$ cat src/rtl/sdrc_bank_sched.sv
// sdrc_bank_sched: SDRAM bank scheduler.
// Accepts page-bounded chunks from the request generator, tracks the open
// row of each of the 4 banks and issues PRE/ACT/RD/WR command requests with
// tRP/tRCD spacing to the transfer stage.
//
// Ports:
//   clk, reset_n              clock, synchronous active-low reset
//   i_r2b_*                   chunk request (valid, id, flags, bank/row/col/len)
//   o_b2r_ack                 chunk accepted (1-cycle pulse)
//   o_b2r_arb_ok              scheduler idle, new app request may be taken
//   i_cfg_trp_d, i_cfg_trcd_d PRE->ACT and ACT->RD/WR delays in cycles
//   i_x2b_close_all           pulse: all banks have been closed
//   o_b2x_*                   command request and held chunk fields
//   i_x2b_ack                 command accepted
//
// Build option: SDRC_CLOSE_PAGE_EN -- last chunk of a burst carries
// auto-precharge and leaves its bank closed (default: open-page policy).
module sdrc_bank_sched #(
  parameter int unsigned APP_RW       = 9,
  parameter int unsigned SDR_REQ_ID_W = 4
) (
  input  logic                    clk,
  input  logic                    reset_n,
  input  logic                    i_r2b_req,
  input  logic [SDR_REQ_ID_W-1:0] i_r2b_req_id,
  input  logic                    i_r2b_start,
  input  logic                    i_r2b_last,
  input  logic                    i_r2b_wrap,
  input  logic                    i_r2b_write,
  input  logic [1:0]              i_r2b_ba,
  input  logic [11:0]             i_r2b_raddr,
  input  logic [11:0]             i_r2b_caddr,
  input  logic [APP_RW-1:0]       i_r2b_len,
  output logic                    o_b2r_ack,
  output logic                    o_b2r_arb_ok,
  input  logic [3:0]              i_cfg_trp_d,
  input  logic [3:0]              i_cfg_trcd_d,
  input  logic                    i_x2b_close_all,
  output logic                    o_b2x_req,
  output logic [1:0]              o_b2x_cmd,
  output logic [1:0]              o_b2x_ba,
  output logic [11:0]             o_b2x_addr,
  output logic [APP_RW-1:0]       o_b2x_len,
  output logic [SDR_REQ_ID_W-1:0] o_b2x_id,
  output logic                    o_b2x_start,
  output logic                    o_b2x_last,
  output logic                    o_b2x_wrap,
  output logic                    o_b2x_auto_pre,
  input  logic                    i_x2b_ack
);

  localparam int unsigned NBANK = 4;
  localparam int unsigned ROW_W = 12;
  localparam int unsigned CNT_W = 4;

  localparam logic [1:0] CMD_PRE = 2'b00;
  localparam logic [1:0] CMD_ACT = 2'b01;
  localparam logic [1:0] CMD_RD  = 2'b10;
  localparam logic [1:0] CMD_WR  = 2'b11;

`ifdef SDRC_CLOSE_PAGE_EN
  localparam logic AP_EN = 1'b1;
`else
  localparam logic AP_EN = 1'b0;
`endif

  typedef enum logic [2:0] {
    S_IDLE, S_PRE, S_WAIT_RP, S_ACT, S_WAIT_RCD, S_XFER
  } state_t;

  state_t                  r_state;
  logic [CNT_W-1:0]        r_cnt;
  logic                    r_close_pend;
  logic [NBANK-1:0]        r_bank_vld;
  logic [ROW_W-1:0]        r_bank_row [NBANK];

  // Holding register for the accepted chunk
  logic [1:0]              r_ba;
  logic [11:0]             r_row;
  logic [11:0]             r_col;
  logic [APP_RW-1:0]       r_len;
  logic [SDR_REQ_ID_W-1:0] r_id;
  logic                    r_start, r_last, r_wrap, r_write;

  // Registered command outputs
  logic                    r_req;
  logic [1:0]              r_cmd;
  logic [11:0]             r_addr;
  logic                    r_auto_pre;

  logic w_idle, w_accept, w_bank_open, w_hit;
  logic [1:0] w_acc_xcmd, w_held_xcmd;

  assign w_idle       = (r_state == S_IDLE);
  assign w_accept     = w_idle & i_r2b_req & ~i_x2b_close_all & ~r_close_pend;
  assign o_b2r_ack    = w_accept;
  assign o_b2r_arb_ok = w_idle & ~r_close_pend & ~i_x2b_close_all;

  assign w_bank_open  = r_bank_vld[i_r2b_ba];
  assign w_hit        = w_bank_open & (r_bank_row[i_r2b_ba] == i_r2b_raddr);
  assign w_acc_xcmd   = i_r2b_write ? CMD_WR : CMD_RD;
  assign w_held_xcmd  = r_write ? CMD_WR : CMD_RD;

  assign o_b2x_req      = r_req;
  assign o_b2x_cmd      = r_cmd;
  assign o_b2x_addr     = r_addr;
  assign o_b2x_auto_pre = r_auto_pre;
  assign o_b2x_ba       = r_ba;
  assign o_b2x_len      = r_len;
  assign o_b2x_id       = r_id;
  assign o_b2x_start    = r_start;
  assign o_b2x_last     = r_last;
  assign o_b2x_wrap     = r_wrap;

  // Scheduler FSM, bank table and command outputs
  always_ff @(posedge clk) begin
    if (!reset_n) begin
      r_state      <= S_IDLE;
      r_cnt        <= '0;
      r_close_pend <= 1'b0;
      r_bank_vld   <= '0;
      for (int i = 0; i < NBANK; i++) r_bank_row[i] <= '0;
      r_ba         <= '0;
      r_row        <= '0;
      r_col        <= '0;
      r_len        <= '0;
      r_id         <= '0;
      r_start      <= 1'b0;
      r_last       <= 1'b0;
      r_wrap       <= 1'b0;
      r_write      <= 1'b0;
      r_req        <= 1'b0;
      r_cmd        <= '0;
      r_addr       <= '0;
      r_auto_pre   <= 1'b0;
    end else begin
      // A close-all seen while busy is applied on the next idle cycle
      if (!w_idle && i_x2b_close_all) r_close_pend <= 1'b1;

      case (r_state)
        S_IDLE: begin
          if (i_x2b_close_all || r_close_pend) begin
            r_bank_vld   <= '0;
            r_close_pend <= 1'b0;
          end else if (i_r2b_req) begin
            r_ba    <= i_r2b_ba;
            r_row   <= i_r2b_raddr;
            r_col   <= i_r2b_caddr;
            r_len   <= i_r2b_len;
            r_id    <= i_r2b_req_id;
            r_start <= i_r2b_start;
            r_last  <= i_r2b_last;
            r_wrap  <= i_r2b_wrap;
            r_write <= i_r2b_write;
            r_req   <= 1'b1;
            if (w_hit) begin
              r_state    <= S_XFER;
              r_cmd      <= w_acc_xcmd;
              r_addr     <= i_r2b_caddr;
              r_auto_pre <= AP_EN & i_r2b_last;
            end else if (w_bank_open) begin
              r_state <= S_PRE;
              r_cmd   <= CMD_PRE;
              r_addr  <= '0;
            end else begin
              r_state <= S_ACT;
              r_cmd   <= CMD_ACT;
              r_addr  <= i_r2b_raddr;
            end
          end
        end

        S_PRE: begin
          if (i_x2b_ack) begin
            r_bank_vld[r_ba] <= 1'b0;
            // Delays of 0 or 1 issue the next command right away
            if (i_cfg_trp_d <= CNT_W'(1)) begin
              r_state <= S_ACT;
              r_cmd   <= CMD_ACT;
              r_addr  <= r_row;
            end else begin
              r_state <= S_WAIT_RP;
              r_cnt   <= i_cfg_trp_d - CNT_W'(1);
              r_req   <= 1'b0;
            end
          end
        end

        S_WAIT_RP: begin
          if (r_cnt <= CNT_W'(1)) begin
            r_state <= S_ACT;
            r_req   <= 1'b1;
            r_cmd   <= CMD_ACT;
            r_addr  <= r_row;
          end else begin
            r_cnt <= r_cnt - CNT_W'(1);
          end
        end

        S_ACT: begin
          if (i_x2b_ack) begin
            r_bank_vld[r_ba] <= 1'b1;
            r_bank_row[r_ba] <= r_row;
            if (i_cfg_trcd_d <= CNT_W'(1)) begin
              r_state    <= S_XFER;
              r_cmd      <= w_held_xcmd;
              r_addr     <= r_col;
              r_auto_pre <= AP_EN & r_last;
            end else begin
              r_state <= S_WAIT_RCD;
              r_cnt   <= i_cfg_trcd_d - CNT_W'(1);
              r_req   <= 1'b0;
            end
          end
        end

        S_WAIT_RCD: begin
          if (r_cnt <= CNT_W'(1)) begin
            r_state    <= S_XFER;
            r_req      <= 1'b1;
            r_cmd      <= w_held_xcmd;
            r_addr     <= r_col;
            r_auto_pre <= AP_EN & r_last;
          end else begin
            r_cnt <= r_cnt - CNT_W'(1);
          end
        end

        S_XFER: begin
          if (i_x2b_ack) begin
            // Auto-precharge leaves the bank closed
            if (r_auto_pre) r_bank_vld[r_ba] <= 1'b0;
            r_auto_pre <= 1'b0;
            r_req      <= 1'b0;
            r_state    <= S_IDLE;
          end
        end

        default: begin
          r_state <= S_IDLE;
          r_req   <= 1'b0;
        end
      endcase
    end
  end

endmodule

$ cat config.mk
export PLATFORM = sky130hd
export DESIGN_NAME = sdrc_bank_sched
export DESIGN_NICKNAME = d
export VERILOG_FILES = /design/src/rtl/sdrc_bank_sched.sv
export SDC_FILE = /design/constraint.sdc
export NUM_CORES = 1
export LEC_CHECK = 0
export CAP_MARGIN = 5
export CORE_ASPECT_RATIO = 1.25
export CORE_UTILIZATION = 50
export DETAILED_ROUTE_END_ITERATION = 8
export PLACE_DENSITY = 0.75
export RECOVER_POWER = 100
export SYNTH_ARGS = -nofsm -noshare
export SYNTH_HDL_FRONTEND = slang
export SYNTH_SLANG_ARGS = --single-unit
$ cat constraint.sdc
create_clock -name clk -period 4.63 [get_ports clk]
set_input_delay 0.926 -clock clk [delete_from_list [all_inputs] [get_ports clk]]
set_output_delay 0.926 -clock clk [all_outputs]
set_load 0.03 [all_outputs]
======== Word-level counts from Yosys, hierarchy flattened ========
Memory sizes are Yosys's and may differ from the RTL's.
Cells that the tools add are included.
storage, ports and cells
  bits in writable memories ............... 48
  bits of input ports ..................... 56
  flip-flop bits (word level) ............. 71
  memories ................................ 1
memories
  name        words  width  rd ports  clocked after Yosys merged registers in  wr ports  line  text
  r_bank_row  4      12     1         0                                        4         75    logic [ROW_W-1:0] r_bank_row [NBANK];
operators by class
  eq/ne operators ......................... 22
  magnitude comparators ................... 6
  bitwise operators ....................... 12
  mux-type cells .......................... 79
  reduce and logical (&&, ||, !) cells .... 18
  add/sub/neg operators ................... 3
operators with widths
  kind                                                                   number
  12-bit two-way mux                                                     11
  12-bit one-hot mux with 5 select lines                                 1
  4-bit two-way mux                                                      10
  1-bit two-way mux                                                      30
  2-bit inequality test, second input constant                           13
  3-bit two-way mux                                                      8
  2-bit two-way mux                                                      11
  3-bit one-hot mux with 6 select lines                                  1
  4-bit one-hot mux with 4 select lines                                  1
  8-bit AND reduction                                                    2
  12-bit equality test                                                   1
  4-bit by 1-bit <= comparator with 1-bit output, second input constant  3
  4-bit one-hot mux with 3 select lines                                  1
  6-bit AND reduction                                                    2
  12-bit OR reduction                                                    1
  4-bit by 1-bit subtractor with 4-bit output, second input constant     3
  2-bit one-hot mux with 5 select lines                                  1
  9-bit AND reduction                                                    1
  4-bit nonzero test                                                     2
  7-bit AND reduction                                                    1
  1-bit AND                                                              6
  3-bit by 2-bit equality test with 1-bit output, second input constant  2
  3-bit equality test, second input constant                             2
  2-bit by 3-bit < comparator with 1-bit output, second input constant   2
  19 further kinds                                                       24

======== Depth between registers and ports, before layout ========
  depth after elaboration ................. 9
  gate-level depth with buffers ........... 10

======== Worst setup path before layout ========
No wires, ideal clock.
  path type ............................... in2out
  start ................................... in i_x2b_close_all
  end ..................................... out o_b2r_ack
  stages on the path ...................... 5
  path slack .............................. 1,475 ps
  data arrival time ....................... 2,229 ps
  cells stage by stage .................... nor2_1 and2_1 nand2_1 inv_2 clkbuf_1
between the ends
  cells in the longest elaborated chain, start to end .. 3
RTL lines
  element                  line  text
  from (decl)              38    input logic i_x2b_close_all,
  1-bit NOT                95    assign w_accept = w_idle & i_r2b_req & ~i_x2b_close_all & ~r_close_pend;
  1-bit AND (2 in series)  95
  to (decl)                34    output logic o_b2r_ack,
Every way passes these cells.

======== Worst setup path after layout ========
  start ................................... in i_x2b_close_all
  end ..................................... reg r_addr[3], in the netlist o_b2x_addr[3]
between the ends
  cells in the longest elaborated chain, start to end .. 3
RTL lines
  element                                 line  text
  1-bit logical OR                        142   if (i_x2b_close_all || r_close_pend) begin
  2-bit inequality test (no source line)  n/a
  9-bit AND reduction (no source line)    n/a
  to (signal assigned)                    159   r_addr <= i_r2b_caddr;
  to (signal assigned)                    168   r_addr <= i_r2b_raddr;
  to (signal assigned)                    180   r_addr <= r_row;
  to (decl)                               88    logic [11:0] r_addr;
Every way passes these cells.
A chain may end at the register's enable or synchronous reset.

==> results.toml <==
[clock_network]
cts_max_path_buffers = 2
cts_sinks = 118
hold_buffers = 0
root_buffer = "clkbuf_16"
clkLatencyLatePin_ns = 0.41
htree_levels = 4
postCtsSetupRepairBufs = 0
cts_tree = "yes"
cts_made_buffers = 17
cts_resized = 0
clk_pin_slew_ns = 0.05

[timing]
tightest_slew_ns = 1.974
slew_violations = 44
finalSetupViolCount = 0
fin_skew_ns = 0.008050
fmax_mhz = 277.6
holdWs_ns = 0.4560
timing.final.crit_share_pct = 77.81
hold_viol = 0
period_needed_ns = 3.603
slew_headroom_pct = -31.63
rsz0062_at_grt = "no"
finalSetupTns_ns = 0

[yosys]
ys_top_cells_by_count = "nand2_1, dfxtp_1, edfxtp_1"
synth_edf_count = 48
synthesis.area_sq_mm = 0.005783
ys_types = 58
synth_top_area_share_pct = 24.92
syn-num-nets = 643
ys_seq_area_share_pct = 49.16
synth_cells = 581
yosysMostFrequentCell = "nand2_1"
yosys_warnings = 0
ys_seq_elements = 118
synth_area_leaders = "edfxtp_1, dfxtp_1, nand2_1"
async_reset_ff_share_pct = 0
syn_area_per_cell_sq_um = 9.954
ys.flop_type = "dfxtp_1"
synth_top_area_cell = "edfxtp_1"

[global_routing]
grt.total_usage_pct = 24.95
antenna_found_initial = 0
grt_pass1_wl_um = 22910
grt-ovfl-total = 0
grt_pass1_vias = 4584
grt_max_degree = 75

[critical_path]
rr_startpoint = "r_state[2]"
arrival_ns = 3.90
cp.required_ns = 4.92
end_kind = "flip-flop"
crit_type = "primary input to flip-flop"
cp-startpoint = "i_x2b_close_all"
startpoint_type = "primary input"
crit_path_max_fanout = 26

[cells_and_area]
final_layout_size_suffix_gt1_share_pct = 9.538
fillCellCount = 916
fin_util_pct = 64.64
area_growth_pct = 25.08
diodes = 0
design_area_sq_mm = 0.007233
nNetsFinal = 720

[routing]
drtIter0Drc = 369
wl_per_cell_um = 17.88
detail-route-antenna-nets = 0
firstDrtPassIters = 5
vias = 4676
remaining_drc_errors = 0
vias_per_cell = 5.801
routed_wl_um = 14410

[flow_run]
maxCapViolCount = 1

[floorplanning]
core_sq_mm = 0.01119
num_rows = 43
die_y_um = 122.2
start_util_pct = 51.68
dieArea_sq_mm = 0.01200
fp.dieW_um = 98.19
pin_count = 92

[power]
ir_drop_v = 0.0003670
powerDensity_mw_per_mm2 = 531.8
p_leak_nw = 2.797

[min_path]
hp-class = "flip-flop to flip-flop"
min-delay-start = "o_b2x_len[6]"

[placed_design]
gp_congestion = 0.8691
io_buffer_count = 90
post_dp_cell_area_sq_mm = 0.006709
hpwl_um = 9470

[status]
status = "complete, but fails checks"
failed_checks = "capacitance limit, slew limit"
==> sequential cells by signal (all words and copies together), names as in the netlist <==
register / count
r_bank_vld: 4
r_row: 12
o_b2x_req: 1
o_b2x_id: 4
o_b2x_last: 1
r_col: 12
r_write: 1
o_b2x_ba: 2
o_b2x_start: 1
o_b2x_len: 9
o_b2x_wrap: 1
r_state: 3
r_close_pend: 1
r_cnt: 4
o_b2x_addr: 12
r_bank_row: 48
o_b2x_cmd: 2
==> cells in the final DEF (no fill, tap or decap), drive strengths merged, types with 3 or more instances in the layout <==
| cell | netlist | routed |
|---|---|---|
| a21boi | 45 | 45 |
| a21oi | 25 | 25 |
| a222oi | 12 | 12 |
| and2 | 33 | 33 |
| and3 | 39 | 39 |
| buf | 11 | 6 |
| clkbuf | 28 | 25 |
| clkdlybuf4s50 | 0 | 50 |
| clkinv | 0 | 7 |
| dfxtp | 70 | 70 |
| dlygate4sd3 | 0 | 38 |
| edfxtp | 48 | 48 |
| ha | 6 | 6 |
| inv | 11 | 11 |
| mux4 | 11 | 11 |
| nand2 | 114 | 114 |
| nand3 | 4 | 4 |
| nand4 | 4 | 4 |
| nor2 | 15 | 15 |
| nor2b | 5 | 5 |
| nor3 | 14 | 14 |
| nor4 | 3 | 3 |
| o211a | 3 | 3 |
| o21ai | 29 | 29 |
| o2bb2ai | 4 | 4 |
| xnor2 | 15 | 15 |
| xor2 | 3 | 3 |
==> metrics by stage <==
stage	worst slack (ns)	std cells	power, mW
2_1_floorplan	1.475	581	2.279
4_1_cts	1.154	806	3.901
5_1_grt	0.7918	806	4.028
3_5_place_dp	0.7786	774	2.709
3_3_place_gp	0.8712	774	2.682
6_report	1.027	806	3.847
==> worst paths after layout <==
path | end | slack, ns | cells after the start
max | o_b2x_addr[3] | 1.03 | 9
min | o_b2x_len[6] | 0.46 | 2
max reg2reg | o_b2x_addr[3] | 1.42 | 8
min reg2reg | o_b2x_len[6] | 0.46 | 2
==> metal layers <==
metal  wire length, um  track usage (%)  vias to the layer above  share of wire, %
met5                 0                0                        -                 0
met2              7022            42.43                      189                49
met1              6245            31.45                     2232                43
met3               990            5.353                       15               6.9
li1                  -                -                     2240                 -
met4               154            9.142                        0               1.1
==> final cells by class <==
cell class | count | area (sq um) | area share, %
Multi-Input combinational cell | 413 | 2710 | 37.47
Clock inverter | 10 | 81.33 | 1.124
Inverter | 11 | 41.29 | 0.5708
Sequential cell | 118 | 2843 | 39.30
Clock buffer | 22 | 454.2 | 6.279
Tap cell | 135 | 168.9 | 2.335
Timing Repair Buffer | 97 | 934.6 | 12.92
==> critical path: stages <==
cell and delay [ns]:
dlygate4sd3_1 0.54, nor2_1 0.17, and2_0 0.17, nand2_1 0.07, inv_1 0.37, a211o_1 0.30, and2_0 0.99, and2_0 0.29
a21oi_2 0.06
==> report_power, final <==
| group | total, mW | switching, mW | internal (mW) |
|---|---|---|---|
| clock network | 1.19 | 0.445 | 0.743 |
| registers | 1.37 | 0.135 | 1.24 |
| logic | 1.29 | 0.804 | 0.481 |
==> cell families after synthesis <==
kind of cell / Yosys count / synth area share [%]
multiplexers: 13 / 4.825
AND/OR/NAND/NOR: 239 / 20.51
flip-flops: 118 / 49.16
adder cells (fa/ha/maj): 6 / 1.298
XOR/XNOR: 18 / 2.986
AO/OA/AOI/OAI: 136 / 17.18
buffers and inverters: 50 / 3.981
other: 1 / 0.06484
No activity file was read; power rests on OpenSTA's default activity.
